--- config.mk ---
export PLATFORM = sky130hd
export DESIGN_NAME = step_clock_ctrl
export DESIGN_NICKNAME = d
export VERILOG_FILES = /design/src/rtl/step_clock_ctrl.sv
export SDC_FILE = /design/constraint.sdc
export NUM_CORES = 1
export LEC_CHECK = 0
export ABC_CLOCK_PERIOD_IN_PS = 7690
export CORE_UTILIZATION = 55
export CTS_BUF_LIST = sky130_fd_sc_hd__clkbuf_8
export DETAILED_ROUTE_END_ITERATION = 8
export GPL_ROUTABILITY_DRIVEN = 0
export PLACE_DENSITY = 0.79
export SYNTH_ARGS = -nofsm -noshare
export SYNTH_HDL_FRONTEND = slang
export SYNTH_SLANG_ARGS = --single-unit
--- constraint.sdc ---
create_clock -name clk -period 7.69 [get_ports clk]
set_input_delay 1.538 -clock clk [delete_from_list [all_inputs] [get_ports clk]]
set_output_delay 1.538 -clock clk [all_outputs]
set_load 0.005 [all_outputs]
--- src/rtl/step_clock_ctrl.sv ---
// step_clock_ctrl: tempo divider and STOPPED/PLAYING/PAUSED transport for the 8-step one-hot
// drum sequencer; issues exactly one go_right / go_left / seq_srst command per step.
//
//  state       | meaning
//  ------------+-----------------------------------------------------------
//  ST_STOPPED  | halted at step 0, cnt held at 0, man_step steps once
//  ST_PLAYING  | cnt advances each cycle, a step fires when cnt >= period-1
//  ST_PAUSED   | position and cnt frozen, man_step steps once, play resumes
module step_clock_ctrl #(
    parameter int unsigned       TICK_W     = 24,
    parameter logic [TICK_W-1:0] DEF_PERIOD = 24'd6250000
) (
    input  logic              clk,
    input  logic              rst,
    input  logic              play,
    input  logic              pause,
    input  logic              stop,
    input  logic              dir_rev,
    input  logic              man_step,
    input  logic [2:0]        loop_len,
    input  logic              period_ld,
    input  logic [TICK_W-1:0] period_in,
    output logic              go_right,
    output logic              go_left,
    output logic              seq_srst,
    output logic [2:0]        step_idx,
    output logic              beat,
    output logic              playing
);

    typedef enum logic [1:0] {
        ST_STOPPED = 2'd0,
        ST_PLAYING = 2'd1,
        ST_PAUSED  = 2'd2
    } state_t;

    state_t            r_state;
    state_t            w_state_nxt;
    logic [TICK_W-1:0] r_cnt;
    logic [TICK_W-1:0] w_cnt_nxt;
    logic [TICK_W-1:0] r_period;
    logic [TICK_W-1:0] w_period_nxt;
    logic [2:0]        r_step_idx;
    logic [2:0]        w_idx_nxt;
    logic              r_go_right;
    logic              r_go_left;
    logic              r_seq_srst;
    logic              r_beat;
    logic              r_playing;
    logic              w_go_right_nxt;
    logic              w_go_left_nxt;
    logic              w_seq_srst_nxt;
    logic              w_beat_nxt;
    logic              w_tick;
    logic              w_do_step;
    logic [3:0]        w_loop_n;

    // Period is never below 2, so period-1 cannot wrap.
    assign w_tick   = (r_state == ST_PLAYING) && (r_cnt >= (r_period - TICK_W'(1)));
    assign w_loop_n = (loop_len == 3'd0) ? 4'd8 : {1'b0, loop_len};

    always_comb begin
        w_state_nxt    = r_state;
        w_cnt_nxt      = r_cnt;
        w_period_nxt   = r_period;
        w_idx_nxt      = r_step_idx;
        w_go_right_nxt = 1'b0;
        w_go_left_nxt  = 1'b0;
        w_seq_srst_nxt = 1'b0;
        w_do_step      = 1'b0;

        // The tick compare above uses the old period, so a coincident load lands after the step.
        if (period_ld) begin
            w_period_nxt = (period_in < TICK_W'(2)) ? TICK_W'(2) : period_in;
        end

        if (stop) begin
            w_state_nxt    = ST_STOPPED;
            w_cnt_nxt      = '0;
            w_idx_nxt      = 3'd0;
            w_seq_srst_nxt = 1'b1;
        end else begin
            case (r_state)
                ST_STOPPED: begin
                    w_cnt_nxt = '0;
                    w_do_step = man_step;
                    if (!pause && play) begin
                        w_state_nxt = ST_PLAYING;
                    end
                end
                ST_PLAYING: begin
                    if (w_tick) begin
                        w_cnt_nxt = '0;
                        w_do_step = 1'b1;
                    end else if (!pause) begin
                        w_cnt_nxt = r_cnt + TICK_W'(1);
                    end
                    if (pause) begin
                        w_state_nxt = ST_PAUSED;
                    end
                end
                ST_PAUSED: begin
                    w_do_step = man_step;
                    if (!pause && play) begin
                        w_state_nxt = ST_PLAYING;
                    end
                end
                default: begin
                    w_state_nxt = ST_STOPPED;
                    w_cnt_nxt   = '0;
                end
            endcase

            if (w_do_step) begin
                if (dir_rev) begin
                    w_go_left_nxt = 1'b1;
                    w_idx_nxt     = r_step_idx - 3'd1;
                end else if ({1'b0, r_step_idx} >= (w_loop_n - 4'd1)) begin
                    w_seq_srst_nxt = 1'b1;
                    w_idx_nxt      = 3'd0;
                end else begin
                    w_go_right_nxt = 1'b1;
                    w_idx_nxt      = r_step_idx + 3'd1;
                end
            end
        end

        w_beat_nxt = (w_go_right_nxt | w_go_left_nxt | w_seq_srst_nxt) && (w_idx_nxt == 3'd0);
    end

    always_ff @(posedge clk) begin
        if (rst) begin
            r_state    <= ST_STOPPED;
            r_cnt      <= '0;
            r_period   <= DEF_PERIOD;
            r_step_idx <= 3'd0;
            r_go_right <= 1'b0;
            r_go_left  <= 1'b0;
            r_seq_srst <= 1'b0;
            r_beat     <= 1'b0;
            r_playing  <= 1'b0;
        end else begin
            r_state    <= w_state_nxt;
            r_cnt      <= w_cnt_nxt;
            r_period   <= w_period_nxt;
            r_step_idx <= w_idx_nxt;
            r_go_right <= w_go_right_nxt;
            r_go_left  <= w_go_left_nxt;
            r_seq_srst <= w_seq_srst_nxt;
            r_beat     <= w_beat_nxt;
            r_playing  <= (w_state_nxt == ST_PLAYING);
        end
    end

    assign go_right = r_go_right;
    assign go_left  = r_go_left;
    assign seq_srst = r_seq_srst;
    assign step_idx = r_step_idx;
    assign beat     = r_beat;
    assign playing  = r_playing;

endmodule

==> results of run 1 <==
worst paths after layout:
kind | from | depth (start not counted) | endpoint | slack, ps
setup / recovery | r_period[2] | 15 | r_cnt[14] | 3140
hold / removal | r_cnt[23] | 2 | r_cnt[23] | 490
setup reg to reg | r_period[2] | 15 | r_cnt[14] | 3140
hold reg to reg | r_cnt[23] | 2 | r_cnt[23] | 490
metrics by stage:
step,setup slack [ps],utilization,area (µm²),instances
floorplan,3720,-,3620,430
global placement,3310,0.642,4080,533
detailed placement,3220,0.642,4080,533
CTS,3190,0.675,4290,548
global route,2760,0.675,4290,548
finish,3140,0.675,4290,548
logic make-up (layout without fill, tap and decap cells):
kind of cell,Yosys count,in the layout,share of synthesized area
AOI/OAI and AO/OA,95,95,0.166
muxes,12,12,0.0332
DFF,58,58,0.321
buffers and inverters,30,71,0.0315
adders and majority gates,32,32,0.111
xor gates and xnor gates,26,26,0.0630
and+or+nand+nor,177,177,0.274
worst max-delay path, stage by stage (launching register included):
cell,delay [ps]
dfxtp_1,360
nor4_2,320
nand2_1,100
or4_4,450
or4_4,450
nand2b_4,170
nor2_1,140
xnor2_1,80
ha_1,320
nand4_1,130
nor4_1,400
nand4_1,210
o2111ai_2,280
o21ai_1,350
or4_1,530
a21oi_1,160
per-layer routing:
layer	up-vias	track usage	wire (µm)
met3	16	0.0467	327
met1	1548	0.324	3840
met5	-	0	0
li1	1658	-	-
met4	0	0.110	168
met2	87	0.409	3750
Yosys cell counts, types with 5 or more instances:
master / number
nor2_1: 37
a211o_1: 12
nor3_1: 13
nand2_1: 34
mux2i_1: 12
a21oi_1: 37
and3_1: 5
xor2_1: 9
dfxtp_1: 58
nor2b_1: 16
or3_1: 8
nand3_1: 7
clkbuf_1: 13
nor4_1: 9
and4_1: 5
inv_1: 12
or4_1: 15
o31ai_1: 13
o21ai_0: 19
nand4_1: 6
xnor2_1: 17
ha_1: 32
layout make-up:
type / count / share of cell area
flip-flops and latches: 58 / 0.271
multi-input cells: 342 / 0.546
repair buffers: 44 / 0.102
inverters: 12 / 0.0105
well taps: 77 / 0.0225
clock inverters: 6 / 0.0193
clock buffers: 9 / 0.0289
cell usage in the layout (no fill, tap or decap), types with 3 or more instances in the layout:
cell type	netlist	routed
nand4_1	6	6
a21oi_1	37	37
and4_1	5	5
and2_1	4	4
nor2_1	37	37
clkinv_2	0	3
or4_1	15	15
xnor2_1	17	17
and3_1	5	5
o31ai_1	13	13
a211o_1	12	12
nor2b_1	16	16
dfxtp_1	58	58
inv_1	12	12
mux2i_1	12	12
nand2b_1	4	4
nor3_1	13	13
or3_1	8	8
ha_1	32	32
o21ai_0	19	18
nand3_1	7	7
clkbuf_8	0	9
or4_4	3	3
clkdlybuf4s50_1	0	42
xor2_1	9	9
nand2_1	34	34
nor4_1	9	9
flip-flops by register name, summed over array words and instances, names as in the netlist:
| name | flops |
|---|---|
| r_cnt | 24 |
| r_period | 24 |
| step_idx | 3 |
| r_state | 2 |
| beat | 1 |
| go_left | 1 |
| go_right | 1 |
| playing | 1 |
| seq_srst | 1 |
report_power, final:
part,total [mW],switching (mW),internal (mW)
registers,0.324,0.0135,0.311
clock network,0.303,0.125,0.179
logic,0.0924,0.0426,0.0498
==> out/metrics.cfg, run 1 <==
[status]
status = finished, final reports clean

[final_layout]
antenna_cells = 0
ff_latch_area_um2 = 1160
layout.nets = 534
nFillCells = 533
area_delta_synth_final_pct = 18.5
multi_input_area_um2 = 2340
drive_gt1_frac = 0.0594

[route]
ant_nets = 0
dr.pass1.iters = 4
drc = 0
wl_um = 8090
first_iter_violations = 164
viasPerCell = 6.04
routedWlPerCell_um = 14.8
vias = 3309

[global_routing]
gr-total-overflow = 0
grt_max_degree = 39
antenna_found_initial = 0
grt_pass1_wl_um = 14000
grt_pass1_vias = 3164
gr-usage-all-layers = 0.251

[floorplanning]
die_y_um = 83.1
core_region_area_um2 = 6350
start_util = 0.569
die_w_um = 83.1
row_count = 29
die_area_um2 = 6900
io_pins = 43

[clock_network]
clk_pin_slew_ps = 70
ctsHoldBuffers = 0
cts.sinks = 58
clk_path_buf_depth = 2
cts-root-buf = clkbuf_8
clock_latency_ps = 340
cts.repair.resized = 0
cts_tree = yes
cts_max_level = 3
cts_buffers = 9
post-cts-setup-buffers = 0

[sta]
rsz0062_at_grt = no
max_freq_ghz = 0.220
fin_hold_ws_ps = 491
finClkSkew_ps = 5.91
period_share = 0.591
period_minus_slack_ps = 4550
setup_violations = 0
fin_tns_setup_ps = 0
hold_viol = 0
slew-limit-headroom = 0.307
tightest_slew_ps = 1030
slew_violations = 0

[place]
port_buffers = 42
dpl.hpwl_um = 6070

[worst_setup_path]
cp-end-kind = flop
path_class = reg -> reg
cp-start-kind = flop
path_max_fanout = 19
arrival_ps = 4820
critPathRequiredTime_ps = 7960

[synthesis]
synth_edf_count = 0
syn_inst = 430
ys_types = 48
synth_ff_type = dfxtp_1
yosysSeqAreaShare = 0.321
async_reset_ff_frac = 0
synth_area_leaders = dfxtp_1 32%, ha_1 11%, a21oi_1 5.1%
synth_top_cell_by_area = dfxtp_1
ys_ff_latch = 58
synth_top_area_share = 0.321
synth_area_um2 = 3620
synth_nets = 497
yosysWarningCount = 0
syn_avg_cell_area_um2 = 8.41

[flow_run]
drv_cap = 0

[hold_path]
hold_path.class = reg -> reg

[pwr]
p_total_uw = 720
p_per_area_nw_per_um2 = 168
vdd_drop_max_v = 0.000114
p_leak_nw = 1.58

Power figures use the tool's default switching activity.
==> inputs of run 2 (changes only) <==
Settings changed: ABC_CLOCK_PERIOD_IN_PS 7690 to 4300.
Clock period 7.69 ns to 4.3 ns, I/O delays scaled along.
==> run 2 against run 1 <==
  * Global-route usage shrank 0.085 points
  * Final cell count increased by 3.1%
  * Routed wire length rose by 3.1%
  * Utilization up 2.5 points
  * Largest power group unchanged
  * Sequential power up 79%
==> out/metrics.cfg, run 2 (synthesis gave the netlist of run 1 again) <==
[clock_network]
cts_buffers = 9  ; unchanged
clk_path_buf_depth = 2  ; unchanged
clock_latency_ps = 340  ; about the same
cts.sinks = 58  ; unchanged
cts_tree = yes  ; unchanged
clk_pin_slew_ps = 70  ; about the same
cts-root-buf = clkbuf_8  ; unchanged
cts_max_level = 3  ; unchanged

[floorplanning]
die_w_um = 83.1  ; unchanged
core_region_area_um2 = 6350  ; unchanged
die_y_um = 83.1  ; unchanged
start_util = 0.569  ; unchanged
row_count = 29  ; unchanged
die_area_um2 = 6900  ; unchanged
io_pins = 43  ; unchanged

[pwr]
p_leak_nw = 1.67  ; was 1.58 nW
p_per_area_nw_per_um2 = 271  ; was 168 nW/µm²
vdd_drop_max_v = 0.000246  ; was 0.000114 V
p_total_mw = 1.20  ; was 720 µW

[route]
dr.pass1.iters = 5  ; was 4
viasPerCell = 5.93  ; was 6.04
ant_nets = 0  ; unchanged
vias = 3348  ; was 3,309
routedWlPerCell_um = 14.8  ; about the same
drc = 0  ; unchanged
wl_um = 8340  ; was 8090 µm
first_iter_violations = 183  ; was 164

[final_layout]
nFillCells = 496  ; was 533
drive_gt1_frac = 0.109  ; was 0.0594
area_delta_synth_final_pct = 22.8  ; was 18.5%
final_common_cell = dfxtp_1  ; unchanged
layout_common_cells = 57 x dfxtp_1, 42 x clkdlybuf4s50_1, 36 x nor2_1  ; was 58 x dfxtp_1, 42 x clkdlybuf4s50_1, 37 x nor2_1, 37 x a21oi_1, 34 x nand2_1
stdcell_area_um2 = 4440  ; was 4290 µm²
antenna_cells = 0  ; unchanged
finalNonFillerCells = 565  ; was 548
layout.nets = 551  ; was 534

[place]
placed_cells = 543  ; was 533
pre_cts_ws_ps = 45.5  ; was 3220 ps
place_area_um2 = 4150  ; was 4080 µm²
port_buffers = 42  ; unchanged
dpl.hpwl_um = 6080  ; was 6070 µm

[sta]
setup_slack_ps = 132  ; was 3140 ps
period_share = 0.969  ; was 0.591
max_freq_ghz = 0.240  ; was 0.220 GHz
rsz0062_at_grt = yes  ; was no
slew-limit-headroom = 0.352  ; was 0.307
setup_violations = 0  ; unchanged
period_minus_slack_ps = 4170  ; was 4550 ps
finClkSkew_ps = 7.88  ; was 5.91 ps
tightest_slew_ps = 969  ; was 1030 ps
hold_viol = 0  ; unchanged
slew_violations = 0  ; unchanged

[global_routing]
grt_max_degree = 39  ; unchanged
gr-usage-all-layers = 0.250  ; was 0.251
grt_pass1_vias = 3126  ; was 3,164
grt_pass1_wl_um = 14100  ; was 14,000 µm
gr-total-overflow = 0  ; unchanged
antenna_found_initial = 0  ; unchanged

[worst_setup_path]
path_class = reg -> reg  ; unchanged
cp-end-kind = flop  ; unchanged
cp-start-kind = flop  ; unchanged
arrival_ps = 4450  ; was 4820 ps
r2r_slack_ps = 130  ; was 3140 ps
critPathRequiredTime_ps = 4580  ; was 7960 ps
path_max_fanout = 5  ; was 19

[status]
status = finished, final reports clean  ; unchanged

[flow_run]
drv_cap = 0  ; unchanged

[hold_path]
hold_path.class = reg -> reg  ; unchanged

-- run 2: report_power, final --
| group | internal [mW] | switching (mW) |
|---|---|---|
| combinational | 0.0955 | 0.0795 |
| clock | 0.232 | 0.215 |
| sequential | 0.556 | 0.0246 |
| total | 0.884 | 0.319 |
-- run 2: routing by layer --
| layer | GRT usage | up-vias | part of all wire |
|---|---|---|---|
| li1 | - | 1694 | - |
| met1 | 0.333 | 1553 | 0.47 |
| met2 | 0.402 | 92 | 0.47 |
| met3 | 0.0497 | 9 | 0.044 |
| met4 | 0.0909 | 0 | 0.015 |
| met5 | 0 | - | 0 |
-- run 2: cell type report --
| type | count | area [µm²] | area share |
|---|---|---|---|
| clock inverters | 4 | 18.8 | 0.00423 |
| repair buffers | 61 | 562 | 0.126 |
| flip-flops and latches | 58 | 1160 | 0.262 |
| inverters | 12 | 45.0 | 0.0101 |
| clock buffers | 11 | 151 | 0.0341 |
| well taps | 77 | 96.3 | 0.0217 |
| multi-input cells | 342 | 2410 | 0.542 |
-- run 2: worst paths after layout --
check / from / to / cells past startpoint
hold / removal: r_cnt[21] / r_cnt[21] / 2
setup reg to reg: r_period[5] / r_cnt[20] / 15
setup / recovery: r_period[5] / r_cnt[20] / 15
hold reg to reg: r_cnt[21] / r_cnt[21] / 2
-- run 2: per-stage QoR --
step	TNS (ps)	util	hold slack, ps
2_1_floorplan	0	-	456
3_3_place_gp	0	0.654	477
3_5_place_dp	0	0.654	502
4_1_cts	0	0.681	511
5_1_grt	-1730	0.700	542
6_report	0	0.700	518
-- run 2: what timing repair did --
item | 4_1_cts | 5_1_grt
setup endpoints to repair | 0 | 22
hold buffers | 0 | 0
buffers inserted | 0 | 5
gates resized for setup | 0 | 14
-- run 2: worst max-delay path, cell delays in order (launching register included) --
cell	delay [ps]
dfxtp_2	350
nor4_4	280
nand2_1	100
or4_4	430
or4_4	440
nand2b_4	180
xor2_1	150
ha_1	320
nand4_1	140
nor4_2	340
nand4_1	230
o2111ai_4	310
o21ai_2	140
buf_6	150
or4_4	410
a21oi_2	140
